**src/rtl/data_access_unit.sv**
```systemverilog
// data_access_unit: pipeline-side initiator for the data port of the memory
// wrapper. Takes one load/store at a time, drives the MEM_* request until
// memValid2 completes it (or the timeout expires), then returns a registered
// valid/ready response. Misaligned and illegal-size requests never touch
// memory.
module data_access_unit #(
    parameter int unsigned TIMEOUT_CYCLES = 64,
    parameter int unsigned CNT_W          = 8
) (
    input  logic        MEM_CLK,
    input  logic        RST_N,

    input  logic        req_valid,
    output logic        req_ready,
    input  logic        req_we,
    input  logic [31:0] req_addr,
    input  logic [1:0]  req_size,
    input  logic        req_unsigned,
    input  logic [31:0] req_wdata,

    output logic        rsp_valid,
    input  logic        rsp_ready,
    output logic [31:0] rsp_rdata,
    output logic        rsp_err,

    output logic        MEM_RDEN2,
    output logic        MEM_WE2,
    output logic [31:0] MEM_ADDR2,
    output logic [31:0] MEM_DIN2,
    output logic [1:0]  MEM_SIZE,
    output logic        MEM_SIGN,
    input  logic [31:0] MEM_DOUT2,
    input  logic        memValid2
);

    localparam int unsigned ADDR_W  = 32;
    localparam int unsigned DATA_W  = 32;
    localparam bit          TO_EN   = (TIMEOUT_CYCLES != 0);

    localparam logic [1:0]  SZ_HALF = 2'd1;
    localparam logic [1:0]  SZ_WORD = 2'd2;
    localparam logic [1:0]  SZ_ILL  = 2'd3;

    typedef enum logic [1:0] {
        ST_IDLE   = 2'd0,
        ST_ACCESS = 2'd1,
        ST_RESP   = 2'd2
    } state_e;

    state_e              state_q,     state_d;
    logic                req_ready_q, req_ready_d;
    logic                rsp_valid_q, rsp_valid_d;
    logic [DATA_W-1:0]   rsp_rdata_q, rsp_rdata_d;
    logic                rsp_err_q,   rsp_err_d;
    logic                mem_rden_q,  mem_rden_d;
    logic                mem_we_q,    mem_we_d;
    logic [ADDR_W-1:0]   mem_addr_q,  mem_addr_d;
    logic [DATA_W-1:0]   mem_din_q,   mem_din_d;
    logic [1:0]          mem_size_q,  mem_size_d;
    logic                mem_sign_q,  mem_sign_d;
    logic                we_q,        we_d;
    logic [CNT_W-1:0]    cnt_q,       cnt_d;

    logic                req_bad;
    logic                timeout_hit;

    // Request is rejected when its size is illegal or the address is not naturally aligned.
    assign req_bad = (req_size == SZ_ILL)
                   || ((req_size == SZ_HALF) && req_addr[0])
                   || ((req_size == SZ_WORD) && (req_addr[1:0] != 2'b00));

    // This ACCESS cycle without completion is the last one the timeout allows.
    assign timeout_hit = TO_EN && ((32'(cnt_q) + 32'd1) == TIMEOUT_CYCLES);

    // State and output registers; reset forces every output inactive at once.
    always_ff @(posedge MEM_CLK or negedge RST_N) begin
        if (!RST_N) begin
            state_q     <= ST_IDLE;
            req_ready_q <= 1'b1;
            rsp_valid_q <= 1'b0;
            rsp_rdata_q <= '0;
            rsp_err_q   <= 1'b0;
            mem_rden_q  <= 1'b0;
            mem_we_q    <= 1'b0;
            mem_addr_q  <= '0;
            mem_din_q   <= '0;
            mem_size_q  <= '0;
            mem_sign_q  <= 1'b0;
            we_q        <= 1'b0;
            cnt_q       <= '0;
        end else begin
            state_q     <= state_d;
            req_ready_q <= req_ready_d;
            rsp_valid_q <= rsp_valid_d;
            rsp_rdata_q <= rsp_rdata_d;
            rsp_err_q   <= rsp_err_d;
            mem_rden_q  <= mem_rden_d;
            mem_we_q    <= mem_we_d;
            mem_addr_q  <= mem_addr_d;
            mem_din_q   <= mem_din_d;
            mem_size_q  <= mem_size_d;
            mem_sign_q  <= mem_sign_d;
            we_q        <= we_d;
            cnt_q       <= cnt_d;
        end
    end

    // Next-state and next-output logic; everything holds unless a transition changes it.
    always_comb begin
        state_d     = state_q;
        req_ready_d = req_ready_q;
        rsp_valid_d = rsp_valid_q;
        rsp_rdata_d = rsp_rdata_q;
        rsp_err_d   = rsp_err_q;
        mem_rden_d  = mem_rden_q;
        mem_we_d    = mem_we_q;
        mem_addr_d  = mem_addr_q;
        mem_din_d   = mem_din_q;
        mem_size_d  = mem_size_q;
        mem_sign_d  = mem_sign_q;
        we_d        = we_q;
        cnt_d       = cnt_q;

        case (state_q)
            ST_IDLE: begin
                if (req_valid) begin
                    mem_addr_d  = req_addr;
                    mem_din_d   = req_wdata;
                    mem_size_d  = req_size;
                    mem_sign_d  = req_unsigned;
                    we_d        = req_we;
                    req_ready_d = 1'b0;
                    cnt_d       = '0;
                    if (req_bad) begin
                        // Rejected without any memory enable.
                        state_d     = ST_RESP;
                        rsp_valid_d = 1'b1;
                        rsp_err_d   = 1'b1;
                        rsp_rdata_d = '0;
                    end else begin
                        state_d    = ST_ACCESS;
                        mem_rden_d = ~req_we;
                        mem_we_d   = req_we;
                    end
                end
            end

            ST_ACCESS: begin
                if (memValid2) begin
                    // Completion wins over a timeout reached on the same edge.
                    state_d     = ST_RESP;
                    rsp_valid_d = 1'b1;
                    rsp_err_d   = 1'b0;
                    rsp_rdata_d = we_q ? '0 : MEM_DOUT2;
                    mem_rden_d  = 1'b0;
                    mem_we_d    = 1'b0;
                    cnt_d       = '0;
                end else if (timeout_hit) begin
                    state_d     = ST_RESP;
                    rsp_valid_d = 1'b1;
                    rsp_err_d   = 1'b1;
                    rsp_rdata_d = '0;
                    mem_rden_d  = 1'b0;
                    mem_we_d    = 1'b0;
                    cnt_d       = '0;
                end else begin
                    cnt_d = cnt_q + CNT_W'(1);
                end
            end

            ST_RESP: begin
                if (rsp_ready) begin
                    state_d     = ST_IDLE;
                    rsp_valid_d = 1'b0;
                    req_ready_d = 1'b1;
                end
            end

            default: begin
                state_d     = ST_IDLE;
                req_ready_d = 1'b1;
                rsp_valid_d = 1'b0;
                mem_rden_d  = 1'b0;
                mem_we_d    = 1'b0;
                cnt_d       = '0;
            end
        endcase
    end

    // Registered outputs.
    assign req_ready = req_ready_q;
    assign rsp_valid = rsp_valid_q;
    assign rsp_rdata = rsp_rdata_q;
    assign rsp_err   = rsp_err_q;
    assign MEM_RDEN2 = mem_rden_q;
    assign MEM_WE2   = mem_we_q;
    assign MEM_ADDR2 = mem_addr_q;
    assign MEM_DIN2  = mem_din_q;
    assign MEM_SIZE  = mem_size_q;
    assign MEM_SIGN  = mem_sign_q;

endmodule

```
**config.mk**
```make
export PLATFORM = sky130hd
export DESIGN_NAME = data_access_unit
export DESIGN_NICKNAME = d
export VERILOG_FILES = /design/src/rtl/data_access_unit.sv
export SDC_FILE = /design/constraint.sdc
export NUM_CORES = 1
export LEC_CHECK = 0
export ABC_CLOCK_PERIOD_IN_PS = 2340
export CAP_MARGIN = 10
export CORE_MARGIN = 1.5
export CORE_UTILIZATION = 30
export CTS_CLUSTER_DIAMETER = 40
export DETAILED_ROUTE_END_ITERATION = 7
export PLACE_DENSITY = 0.65
export SYNTH_ARGS = -nofsm -noshare
export SYNTH_HDL_FRONTEND = slang
export SYNTH_SLANG_ARGS = --single-unit
```
**constraint.sdc**
```tcl
create_clock -name MEM_CLK -period 2.34 [get_ports MEM_CLK]
set_input_delay 0.468 -clock MEM_CLK [delete_from_list [all_inputs] [get_ports MEM_CLK]]
set_output_delay 0.468 -clock MEM_CLK [all_outputs]
set_load 0.01 [all_outputs]
```
======== Word level (Yosys, flattened, before mapping) ========
Cells that the tools add are included.
word-level totals
  register bits after elaboration ......... 115
  latch bits .............................. 0
  RAM bits ................................ 0
  ROM bits ................................ 0
  input bits .............................. 105
  output and inout bits ................... 104
  word-level logic and storage cells ...... 78
  memories kept ........................... 0
operators by class
  add/subtract/negate cells ............... 2
  multipliers ............................. 0
  div/mod/pow operators ................... 0
  magnitude comparators ................... 0
  equality and inequality tests ........... 11
  shift-type cells ........................ 0
  mux-type cells .......................... 35
  bitwise logic cells ..................... 3
  reductions and logical operators ........ 14
operators with widths
  operator                                                         count
  32-bit two-way mux                                               5
  32-bit case mux with 2 select lines                              1
  8-bit two-way mux                                                3
  8-bit case mux with 3 select lines                               1
  1-bit two-way mux                                                14
  1-bit case mux with 3 select lines                               4
  4-bit AND reduction                                              3
  2-bit two-way mux                                                5
  8-bit by 1-bit adder with 9-bit output, second input constant    1
  9-bit by 7-bit == test with 1-bit output, second input constant  1
  8-bit by 1-bit adder with 8-bit output, second input constant    1
  2-bit != test, second input constant                             4
  2-bit == test, second input constant                             3
  2-bit case mux with 3 select lines                               1
  3-bit AND reduction                                              2
  2-bit by 1-bit == test with 1-bit output, second input constant  2
  2-bit AND reduction                                              2
  2-bit nonzero test                                               2
  3-bit != test, second input constant                             1
  1-bit NOT                                                        3
  1-bit logical AND                                                2
  2-bit zero test                                                  1
  1-bit logical OR                                                 2
  1-bit case mux with 2 select lines                               1

======== Longest topological paths before layout ========
Gate-level depths: netlist of run 1.
  depth after elaboration ................. 7
  gate-level depth with buffers ........... 6
  depth with buffers taken out ............ 5

======== Worst setup path after synthesis of run 1 ========
No wires, ideal clock.
  path kind ............................... register to register
  from .................................... register cnt_q[0]
  to ...................................... register rsp_rdata_q[0], in the netlist rsp_rdata[0]
  library setup time ...................... 0.127 ns
  arrival ................................. 1.539 ns
  data required time ...................... 2.213 ns
  setup slack ............................. 0.674 ns
  stages on the path, launching flop included .. 7
  buffers on the path ..................... 1
  clock period less this slack ............ 1.666 ns
  cell sequence ........................... dfrtp_1 ha_1 nand2_1 or3_4 nor3_4 buf_6 o21ai_1
between the ends
  cells in the longest elaborated chain, start to end .. 4
ends and longest elaborated chain
  item                                      line  source
  from (decl)                               62    logic [CNT_W-1:0] cnt_q, cnt_d;
  from (signal assigned)                    104   cnt_q <= cnt_d;
  8-bit by 1-bit adder with 9-bit output    73    assign timeout_hit = TO_EN && ((32'(cnt_q) + 32'd1) == TIMEOUT_CYCLES);
  9-bit by 7-bit == test with 1-bit output  73
  3-bit != test (no source line)            --
  4-bit AND reduction (no source line)      --
  to (signal assigned)                      95    rsp_rdata_q <= rsp_rdata_d;
  to (decl)                                 53    logic [DATA_W-1:0] rsp_rdata_q, rsp_rdata_d;
Every way passes these cells.
A chain may end at the register's enable or synchronous reset.

======== Worst setup path in the final report of run 1 ========
  from .................................... register cnt_q[0]
  to ...................................... register rsp_rdata_q[18], in the netlist rsp_rdata[18]
Same word-level chain as after synthesis.

==> summary.md, run 1 <==
| Metric | Value |
|---|---|
| Count of unique library cells instantiated by Yosys | `43` |
| Wirelength, routed | `13000 um` |
| Max Cap Violations | `0` |
| Outcome | `complete, no violations` |
| Syn-to-layout area delta | `60.6%` |
| Post-synthesis sequential area ratio | `59.7%` |
| Crit path time final | `2.02 ns` |
| GRT Resource Usage Total | `16.0%` |
| First-pass GRT wire length | `20500 um` |
| Syn avg cell area | `12.6 um^2` |
| Core area | `15800 um^2` |
| Pleak | `3.11 nW` |
| Via density | `4.75` |
| DRT Pass-1 Iters | `4` |
| Worst Setup SP | `cnt_q[0]` |
| Critical Path Sink | `rsp_rdata[18]` |
| Commonest non-fill, non-tap cell in the layout | `clkdlybuf4s50_1` |
| Power Dens Cells | `1250 nW/um^2` |
| Die Wd | `130 um` |
| Gr ovfl total | `0` |
| Crit start category | `register` |
| Clk slew on worst S/H paths | `0.05 ns` |
| Root buf cell | `clkbuf_16` |
| Vias in the first global route | `4077` |
| RR Startpoint | `cnt_q[0]` |
| DR DRC count | `0` |
| Fillers | `1424` |
| Hold Crit Class | `in2async` |
| TritonCTS Sinks | `115` |
| Peak VDD IR | `0.000628 V` |
| RSZ-0062 raised after global routing | `no` |
| Critical Path RT | `2.60 ns` |
| Share of layout cells above drive strength 1 | `20.1%` |
| FFs w/ async S/R, synth | `100%` |
| Synth Register Bits | `115` |
| Die area | `16800 um^2` |
| Final setup fails | `0` |
| Number of clock buffers inserted by TritonCTS | `17` |
| TritonCTS clock tree | `done` |
| Die height | `130 um` |
| Clock skew | `0.00549 ns` |
| Critical R2R Capture | `rsp_rdata[18]` |
| Worst-skew pair later-pin latency | `0.41 ns` |
| Gpl congestion | `0.745` |
| Crit path capture type | `register` |
| Ant. Diodes | `0` |
| Max FO, Critical Path | `32` |
| Pin count of the biggest net entering global routing | `57` |
| Post-synthesis cell count | `383` |
| Number of DRC markers in iteration 0 | `183` |
| Final worst path period share | `86.2%` |
| Yosys warnings | `0` |
| Worst r2r path cells | `6` |
| Count of flip-flops with a built-in enable after synthesis | `0` |
| Routed vias | `3935` |
| H-tree depth | `4` |
| Reg2Reg Setup Slack | `0.32 ns` |
| Clock buffer depth | `2` |
| Setup Crit Path Kind | `reg2reg` |
| Rel. slew slack | `66.5%` |
| Initial antenna violation count | `0` |
| Most frequent cells in the layout | `clkdlybuf4s50_1, dfrtp_1, mux2_2, nand2_1` |
| Mapped cell area | `4820 um^2` |
| Post-DP HPWL | `9300 um` |
| Fmax | `496 MHz` |
| Fin Setup TNS | `0 ns` |
| Starting Density | `30.6%` |
| I/O pin count | `209` |
| WL per Instance | `15.7 um` |
| Leading area contributor after synthesis | `dfrtp_1` |
| Critical Path AT | `2.28 ns` |
| Fin util | `49.1%` |
| Syn Nets | `489` |
| Final nets | `707` |
| Synth area leaders | `dfrtp_1, mux2_2, a22oi_1, o21ai_1, nand2_1` |
| Most used DFF post-synth | `dfrtp_1` |
| Top-area cell type share of the netlist area | `59.2%` |
| Final hold viol count | `0` |
| Post-route ant nets | `0` |
| Port Buffers | `208` |
| Worst Tran Pin Value | `0.502 ns` |
| # rows | `46` |
| Max Transition Viols Final | `0` |
| Total setup buffers inserted after CTS | `0` |
-- stage by stage --
step | area, um^2 | total power, mW | setup WS (ns) | hold WS [ns] | cells
after floorplan | 4820 | 5.08 | 0.674 | 0.172 | 383
after global placement | 7200 | 7.37 | 0.150 | 0.318 | 797
after detailed placement | 7200 | 7.48 | 0.115 | 0.316 | 797
after CTS | 7740 | 9.85 | 0.336 | 0.431 | 829
after global routing | 7740 | 10.3 | 0.157 | 0.437 | 829
final | 7740 | 9.71 | 0.323 | 0.443 | 829
-- metal layers --
metal  wire length [um]  GRT usage [%]  vias up
li1                   -              -     1831
met1               5350           18.9     1923
met2               6310           25.5      167
met3               1210           7.26       14
met4                174           6.27        0
met5                  0              0        -
-- cell type report --
class                   count  area (um^2)  share of cell area, %
clock inverters            10         60.1                  0.776
well taps                 216          270                   3.49
inverters                   3         11.3                  0.145
multi-input cells         242         1810                   23.4
clock buffers              21          470                   6.08
flip-flops and latches    115         2880                   37.2
repair buffers            222         2240                   28.9
-- cell usage after synthesis, drive strengths merged (2+ instances only) --
cell	number
nor3	3
buf	16
nand3	3
nor2b	2
mux2	68
nand2	40
nand2b	2
and4	2
o21ai	48
a2bb2oi	3
a22oi	32
o31ai	3
nor4	3
dfrtp	114
and3	2
inv	3
o22ai	3
nor2	10
a21oi	5
clkbuf	7
-- worst max-delay path: stages, from the launching register on --
cell,delay [ns]
dfrtp_1,0.44
ha_1,0.24
nand2_1,0.08
or3_4,0.42
nor3_4,0.17
buf_4,0.33
o21ai_0,0.17
-- sequential cells by signal, indices dropped and copies added, names as in the netlist --
register / cells
MEM_ADDR2: 32
MEM_DIN2: 32
MEM_RDEN2: 1
MEM_SIGN: 1
MEM_SIZE: 2
MEM_WE2: 1
cnt_q: 8
req_ready: 1
rsp_err: 1
rsp_rdata: 32
rsp_valid: 1
state_q: 2
we_q: 1
-- where the power goes --
group / total (mW) / internal, mW / switching, mW
Sequential: 3.47 / 2.89 / 0.588
Clock: 2.30 / 1.41 / 0.886
Combinational: 3.94 / 2.43 / 1.51
Total: 9.71 / 6.73 / 2.99
-- worst min-delay path by stage --
| stage | from | end | slack (ns) |
|---|---|---|---|
| after floorplan | RST_N | MEM_ADDR2[0] | 0.17 |
| after global placement | RST_N | cnt_q[4] | 0.32 |
| after detailed placement | RST_N | cnt_q[6] | 0.32 |
| after CTS | RST_N | MEM_SIZE[0] | 0.43 |
| after global routing | RST_N | cnt_q[6] | 0.44 |
| final | RST_N | cnt_q[6] | 0.44 |
-- what timing repair did --
item	CTS	global route
gates resized for setup	0	0
hold buffers	1	0
hold endpoints to repair	7	0
-- logic make-up (layout without fill, tap and decap cells) --
family          after synthesis  count (layout)  share of synthesized area, %
mux                          68              68                          15.9
buf+inv                      26             256                          2.99
fa+ha+maj                     1               1                         0.260
compound gates              100             100                          13.4
simple gates                 71              71                          7.19
xor+xnor                      2               2                         0.519
flops                       115             115                          59.7
No activity file was read; power rests on OpenSTA's default activity.
==> run 2, diff against run 1 <==
--- a/config.mk
+++ b/config.mk
@@ -5,9 +5,9 @@
 export SDC_FILE = /design/constraint.sdc
 export NUM_CORES = 1
 export LEC_CHECK = 0
-export ABC_CLOCK_PERIOD_IN_PS = 2340
+export ABC_CLOCK_PERIOD_IN_PS = 2400
 export CAP_MARGIN = 10
-export CORE_MARGIN = 1.5
+export CORE_MARGIN = 2
 export CORE_UTILIZATION = 30
 export CTS_CLUSTER_DIAMETER = 40
 export DETAILED_ROUTE_END_ITERATION = 7
==> constraint.sdc (replaced) <==
create_clock -name MEM_CLK -period 2.4 [get_ports MEM_CLK]
set_input_delay 0.48 -clock MEM_CLK [delete_from_list [all_inputs] [get_ports MEM_CLK]]
set_output_delay 0.48 -clock MEM_CLK [all_outputs]
set_load 0.01 [all_outputs]
==> run 2 against run 1 <==
Against the previous run:
- critical path depth is the same
- combinational power shrank 2%
- clock skew shrank 0.0012 ns
- routed wire length grew 2.5%
- final cell count shrank 0.48%
- critical endpoint unchanged
- highest routed layer unchanged
==> summary.md, run 2 (synthesized netlist as in run 1, its figures left out) <==
| Metric | Value |
|---|---|
| Outcome | `complete, no violations (unchanged)` |
| Final nets | `703 (was 707)` |
| Final setup fails | `0 (unchanged)` |
| Vias in the first global route | `4245 (was 4077)` |
| Routed vias | `3942 (was 3935)` |
| DRT Pass-1 Iters | `4 (unchanged)` |
| Hold Crit Class | `in2async (unchanged)` |
| Multi-input logic area | `1810 um^2 (unchanged)` |
| Clock skew | `0.00425 ns (was 0.00549 ns)` |
| Crit path time final | `2.01 ns (was 2.02 ns)` |
| Port Buffers | `208 (unchanged)` |
| Power Dens Cells | `1250 nW/um^2 (about the same)` |
| Post-CTS resize count | `0 (unchanged)` |
| Clock power frac | `25.7% (was 23.7%)` |
| Fin util | `49.4% (was 49.1%)` |
| Max FO, Critical Path | `32 (unchanged)` |
| GRT Resource Usage Total | `16.3% (was 16.0%)` |
| Die height | `131 um (was 130 um)` |
| Pleak | `3.13 nW (was 3.11 nW)` |
| TritonCTS Sinks | `115 (unchanged)` |
| Fin Setup TNS | `0 ns (unchanged)` |
| Syn-to-layout area delta | `61.6% (was 60.6%)` |
| Setup Slack @ Placement | `0.182 ns (was 0.115 ns)` |
| Critical Path AT | `2.28 ns (about the same)` |
| Post-route ant nets | `0 (unchanged)` |
| Pin count of the biggest net entering global routing | `73 (was 57)` |
| Core area | `15800 um^2 (unchanged)` |
| Hold_buf cts | `1 (unchanged)` |
| CP peak stage delay | `0.46 ns (was 0.44 ns)` |
| Reg2Reg Setup Slack | `0.39 ns (was 0.32 ns)` |
| First-pass GRT wire length | `21300 um (was 20500 um)` |
| TritonCTS clock tree | `done (unchanged)` |
| CP delay by family, top | `simple AND/OR/NAND/NOR gates (unchanged)` |
| Root buf cell | `clkbuf_16 (unchanged)` |
| Slowest-stage cell, CP | `dfrtp_1 (unchanged)` |
| I/O pin count | `209 (unchanged)` |
| Fmax | `499 MHz (was 496 MHz)` |
| Clock buffer depth | `2 (unchanged)` |
| Starting Density | `30.6% (unchanged)` |
| Number of DRC markers in iteration 0 | `109 (was 183)` |
| Seq pwr share | `34.8% (was 35.8%)` |
| Register area | `2880 um^2 (unchanged)` |
| Most frequent cells in the layout | `clkdlybuf4s50_1, dfrtp_1, mux2_2, nand2_1 (unchanged)` |
| Ant. Diodes | `0 (unchanged)` |
| Die area | `17100 um^2 (was 16800 um^2)` |
| Initial antenna violation count | `0 (unchanged)` |
| Fillers | `1437 (was 1424)` |
| Worst Tran Pin Value | `0.509 ns (was 0.502 ns)` |
| Max Transition Viols Final | `0 (unchanged)` |
| Max Cap Violations | `0 (unchanged)` |
| Wirelength, routed | `13400 um (was 13000 um)` |
| Setup Crit Path Kind | `reg2reg (unchanged)` |
| Die Wd | `131 um (was 130 um)` |
| RSZ-0062 raised after global routing | `no (unchanged)` |
| WL per Instance | `16.2 um (was 15.7 um)` |
| Peak VDD IR | `0.000573 V (was 0.000628 V)` |
| Rel. slew slack | `66.1% (was 66.5%)` |
| Comb pwr share | `39.5% (was 40.6%)` |
| Share of layout cells above drive strength 1 | `19.7% (was 20.1%)` |
| # rows | `46 (unchanged)` |
| Gpl congestion | `0.800 (was 0.745)` |
| Via density | `4.78 (was 4.75)` |
| Commonest non-fill, non-tap cell in the layout | `clkdlybuf4s50_1 (unchanged)` |
| Crit path capture type | `register (unchanged)` |
| RR Startpoint | `cnt_q[0] (unchanged)` |
| Crit start category | `register (unchanged)` |
| Sw frac | `30.0% (was 30.7%)` |
| Critical Path RT | `2.67 ns (was 2.60 ns)` |
| Worst setup margin | `0.395 ns (was 0.323 ns)` |
| Total setup buffers inserted after CTS | `0 (unchanged)` |
| Clk slew on worst S/H paths | `0.05 ns (about the same)` |
| Critical Path, Cell by Cell | `ha_1, nand2_1, or3_4, nor3_4, buf_4, o21ai_0 (unchanged)` |
| Gr ovfl total | `0 (unchanged)` |
| Worst-skew pair later-pin latency | `0.41 ns (about the same)` |
| H-tree depth | `4 (unchanged)` |
| Total power | `9.75 mW (was 9.71 mW)` |
| Number of clock buffers inserted by TritonCTS | `17 (unchanged)` |
| Critical R2R Capture | `rsp_rdata[18] (unchanged)` |
| DR DRC count | `0 (unchanged)` |
| Pint | `6.82 mW (was 6.73 mW)` |
| Post-DP HPWL | `9370 um (was 9300 um)` |
| Worst r2r path cells | `6 (unchanged)` |
| CP bufs+invs | `1 (unchanged)` |
| Final hold viol count | `0 (unchanged)` |
| Final worst path period share | `83.6% (was 86.2%)` |
| P_sw | `2.93 mW (was 2.99 mW)` |
[run 2: cell count changes in the layout (fill, tap and decap cells not counted)]
| cell | change |
|---|---|
| buf_4 | -5 |
| bufinv_16 | +2 |
| clkbuf_8 | +2 |
| clkinv_2 | -2 |
| buf_12 | +1 |
| clkbuf_1 | -1 |
| clkinvlp_4 | -1 |
[run 2: metrics by stage]
step / instance area, um^2 / hold slack (ns) / cells
floorplan: 4820 / 0.184 / 383
global placement: 7180 / 0.300 / 793
detailed placement: 7180 / 0.297 / 793
CTS: 7790 / 0.410 / 825
global route: 7790 / 0.420 / 825
finish: 7790 / 0.428 / 825
[run 2: cell type report]
cell class | instances | share of cell area, %
clock buffers | 22 | 6.34
clock inverters | 9 | 1.32
inverters | 3 | 0.145
multi-input cells | 242 | 23.3
flip-flops and latches | 115 | 37.0
well taps | 216 | 3.47
repair buffers | 218 | 28.5
[run 2: how the worst max path moves through the flow]
stage / from / to / slack (ns) / depth (start not counted)
after CTS: cnt_q[0] / rsp_rdata[18] / 0.38 / 6
final: cnt_q[0] / rsp_rdata[18] / 0.39 / 6
after floorplan: cnt_q[0] / rsp_rdata[0] / 0.73 / 6
after global placement: req_addr[0] / rsp_rdata[18] / 0.17 / 6
after global routing: cnt_q[0] / rsp_rdata[18] / 0.27 / 6
after detailed placement: req_addr[0] / rsp_rdata[20] / 0.18 / 6
[run 2: metal layers]
layer  up-vias  track usage [%]  wire [um]
li1       1824                -          -
met1      1928             18.6       5220
met2       167             26.3       6520
met3        23             7.57       1390
met4         0             7.13        229
met5         -                0          0
[run 2: power by group through the flow]
stage / sequential [mW] / combinational (mW) / clock (mW)
global placement: 3.36 / 3.84 / 0
detailed placement: 3.42 / 3.89 / 0
CTS: 3.41 / 3.91 / 2.57
finish: 3.40 / 3.85 / 2.51
global route: 3.54 / 4.15 / 2.68
floorplan: 3.72 / 1.23 / 0
==> run 3, diff against run 2 <==
--- a/config.mk
+++ b/config.mk
@@ -5,7 +5,7 @@
 export SDC_FILE = /design/constraint.sdc
 export NUM_CORES = 1
 export LEC_CHECK = 0
-export ABC_CLOCK_PERIOD_IN_PS = 2400
+export ABC_CLOCK_PERIOD_IN_PS = 1850
 export CAP_MARGIN = 10
 export CORE_MARGIN = 2
 export CORE_UTILIZATION = 30
==> constraint.sdc (replaced) <==
create_clock -name MEM_CLK -period 1.85 [get_ports MEM_CLK]
set_input_delay 0.37 -clock MEM_CLK [delete_from_list [all_inputs] [get_ports MEM_CLK]]
set_output_delay 0.37 -clock MEM_CLK [all_outputs]
set_load 0.01 [all_outputs]
==> run 3 against run 2 <==
Against the previous run:
- total power increased by 34%
- clock power increased by 42%
- sequential power increased by 28%
- routed wire length increased by 1.1%
- count of clock-buffer cells in the layout decreased by 3
- hold slack got worse by 0.014 ns
- global-route usage decreased by 0.074 points
- register-to-register slack got worse by 0.31 ns
- first-iteration DRC count increased by 35%
- core utilization increased by 1.3 points
- critical endpoint is now MEM_ADDR2[0]
==> summary.md, run 3 (synthesized netlist as in run 1, its figures left out) <==
| Metric | Value |
|---|---|
| DR DRC count | `0 (unchanged)` |
| First-pass GRT wire length | `21200 um (was 21300 um)` |
| Crit path time final | `1.76 ns` |
| Most frequent cells in the layout | `clkdlybuf4s50_1, dfrtp_1, mux2_2, nand2_1 (unchanged)` |
| Power Dens Cells | `1640 nW/um^2 (was 1250 nW/um^2)` |
| Die Wd | `131 um (unchanged)` |
| Clock buffer depth | `2 (unchanged)` |
| H-tree depth | `4 (unchanged)` |
| Max Cap Violations | `0 (unchanged)` |
| Vias in the first global route | `4077 (was 4245)` |
| CP peak stage delay | `0.63 ns (was 0.46 ns)` |
| Number of clock buffers inserted by TritonCTS | `17 (unchanged)` |
| Number of DRC markers in iteration 0 | `147 (was 109)` |
| RSZ-0062 raised after global routing | `no (unchanged)` |
| Grt met1 use | `18.8% (was 18.6%)` |
| CP delay by family, top | `buffers and inverters (was simple AND/OR/NAND/NOR gates)` |
| Starting Density | `30.6% (unchanged)` |
| Final hold viol count | `0 (unchanged)` |
| Crit start category | `register (unchanged)` |
| Final nets | `719 (was 703)` |
| Root buf cell | `clkbuf_16 (unchanged)` |
| Worst setup margin | `0.0857 ns (was 0.395 ns)` |
| GRT met3 Usage | `8.43% (was 7.57%)` |
| Critical Path RT | `1.48 ns (was 2.67 ns)` |
| Clk slew on worst S/H paths | `0.05 ns (about the same)` |
| WL per Instance | `16.1 um (was 16.2 um)` |
| Gr ovfl total | `0 (unchanged)` |
| Peak VDD IR | `0.000896 V (was 0.000573 V)` |
| Met2 GRT Util | `26.0% (was 26.3%)` |
| Slowest-stage cell, CP | `clkdlybuf4s50_1 (was dfrtp_1)` |
| Final setup fails | `0 (unchanged)` |
| Final instance area | `8000 um^2 (was 7790 um^2)` |
| Critical Path AT | `1.39 ns (was 2.28 ns)` |
| DRT Pass-1 Iters | `4 (unchanged)` |
| Setup Crit Path Kind | `reg2out (was reg2reg)` |
| Worst Tran Pin Value | `0.438 ns (was 0.509 ns)` |
| Hold Crit Class | `in2async (unchanged)` |
| Ant. Diodes | `0 (unchanged)` |
| Initial antenna violation count | `0 (unchanged)` |
| Outcome | `complete, no violations (unchanged)` |
| Worst Setup SP | `MEM_ADDR2[0] (was cnt_q[0])` |
| Max Transition Viols Final | `0 (unchanged)` |
| CP bufs+invs | `1 (unchanged)` |
| Gpl congestion | `0.791 (was 0.800)` |
| Post-DP HPWL | `9770 um (was 9370 um)` |
| Rel. slew slack | `70.6% (was 66.1%)` |
| Post-DP Area | `7340 um^2 (was 7180 um^2)` |
| Core area | `15800 um^2 (unchanged)` |
| TritonCTS clock tree | `done (unchanged)` |
| Share of layout cells above drive strength 1 | `21.9% (was 19.7%)` |
| Setup Slack @ Placement | `-0.270 ns (was 0.182 ns)` |
| Routed vias | `3981 (was 3942)` |
| Post-route ant nets | `0 (unchanged)` |
| Max FO, Critical Path | `2 (was 32)` |
| Via density | `4.73 (was 4.78)` |
| TritonCTS Sinks | `115 (unchanged)` |
| Worst-skew pair later-pin latency | `0.41 ns (about the same)` |
| Die area | `17100 um^2 (unchanged)` |
| Syn-to-layout area delta | `66.0% (was 61.6%)` |
| Port Buffers | `208 (unchanged)` |
| RR Startpoint | `cnt_q[0] (unchanged)` |
| GRT Resource Usage Total | `16.2% (was 16.3%)` |
| Wirelength, routed | `13500 um (was 13400 um)` |
| Critical Path, Cell by Cell | `clkdlybuf4s50_1 (was ha_1, nand2_1, or3_4, nor3_4, buf_4, o21ai_0)` |
| # rows | `46 (unchanged)` |
| Commonest non-fill, non-tap cell in the layout | `clkdlybuf4s50_1 (unchanged)` |
| Die height | `131 um (unchanged)` |
| I/O pin count | `209 (unchanged)` |
| Fmax | `567 MHz` |
| Final worst path period share | `95.4%` |
| Crit path capture type | `output pin (was register)` |
| Pin count of the biggest net entering global routing | `57 (was 73)` |
| Layer carrying the most global-route usage | `met2 (unchanged)` |
| Clock skew | `0.00697 ns (was 0.00425 ns)` |
| Pleak | `3.25 nW (was 3.13 nW)` |
-- run 3: cell types whose count changed in the layout (fill, tap and decap cells not counted), sizes merged --
cell | previous run | this run
clkinv | 4 | 3
clkinvlp | 3 | 2
clkdlybuf4s50 | 207 | 206
dlygate4sd2 | 0 | 1
bufinv | 2 | 4
clkbuf | 22 | 19
inv | 3 | 7
buf | 10 | 26
-- run 3: repair_timing --
item	in CTS	in global routing
hold endpoints to repair	20	0
gates resized for setup	1	0
setup endpoints to repair	1	0
setup buffers	0	0
hold buffers	1	0
-- run 3: final timing paths --
check	to	slack, ns	cells past startpoint
worst max-delay path	MEM_ADDR2[0]	0.09	1
min in group MEM_CLK	MEM_ADDR2[6]	0.50	1
worst min-delay path	cnt_q[2]	0.41	2
worst min register to register	MEM_ADDR2[6]	0.50	1
max in group asynchronous	MEM_ADDR2[5]	0.83	3
worst max register to register	rsp_rdata[31]	0.09	6
-- run 3: layout make-up --
cell class	count	area, um^2
clock buffers	19	453
clock inverters	13	196
fillers	1417	7770
inverters	3	11.3
multi-input cells	242	1810
flip-flops and latches	115	2880
well taps	216	270
repair buffers	234	2380
-- run 3: stage by stage --
| stage | setup TNS [ns] | hold WS [ns] | std cells | utilization [%] | total power, mW |
|---|---|---|---|---|---|
| after CTS | 0 | 0.414 | 842 | 50.7 | 13.3 |
| after global placement | -10.81 | 0.289 | 809 | 46.5 | 9.48 |
| after detailed placement | -13.05 | 0.290 | 809 | 46.5 | 9.62 |
| after floorplan | 0 | 0.0744 | 383 | - | 6.42 |
| final | 0 | 0.415 | 842 | 50.7 | 13.1 |
| after global routing | 0 | 0.445 | 842 | 50.7 | 13.9 |
-- run 3: report_power, final --
group	leakage (nW)	total (mW)	internal, mW	switching (mW)
logic	1.51	5.17	3.16	2.01
clock network	0.311	3.56	2.35	1.21
registers	1.42	4.36	3.65	0.710
-- run 3: per-layer routing --
layer  part of all wire, %  up-vias
met5                     0        -
met4                   1.1        0
met3                    10       13
met2                    48      160
met1                    41     1952
li1                      -     1856
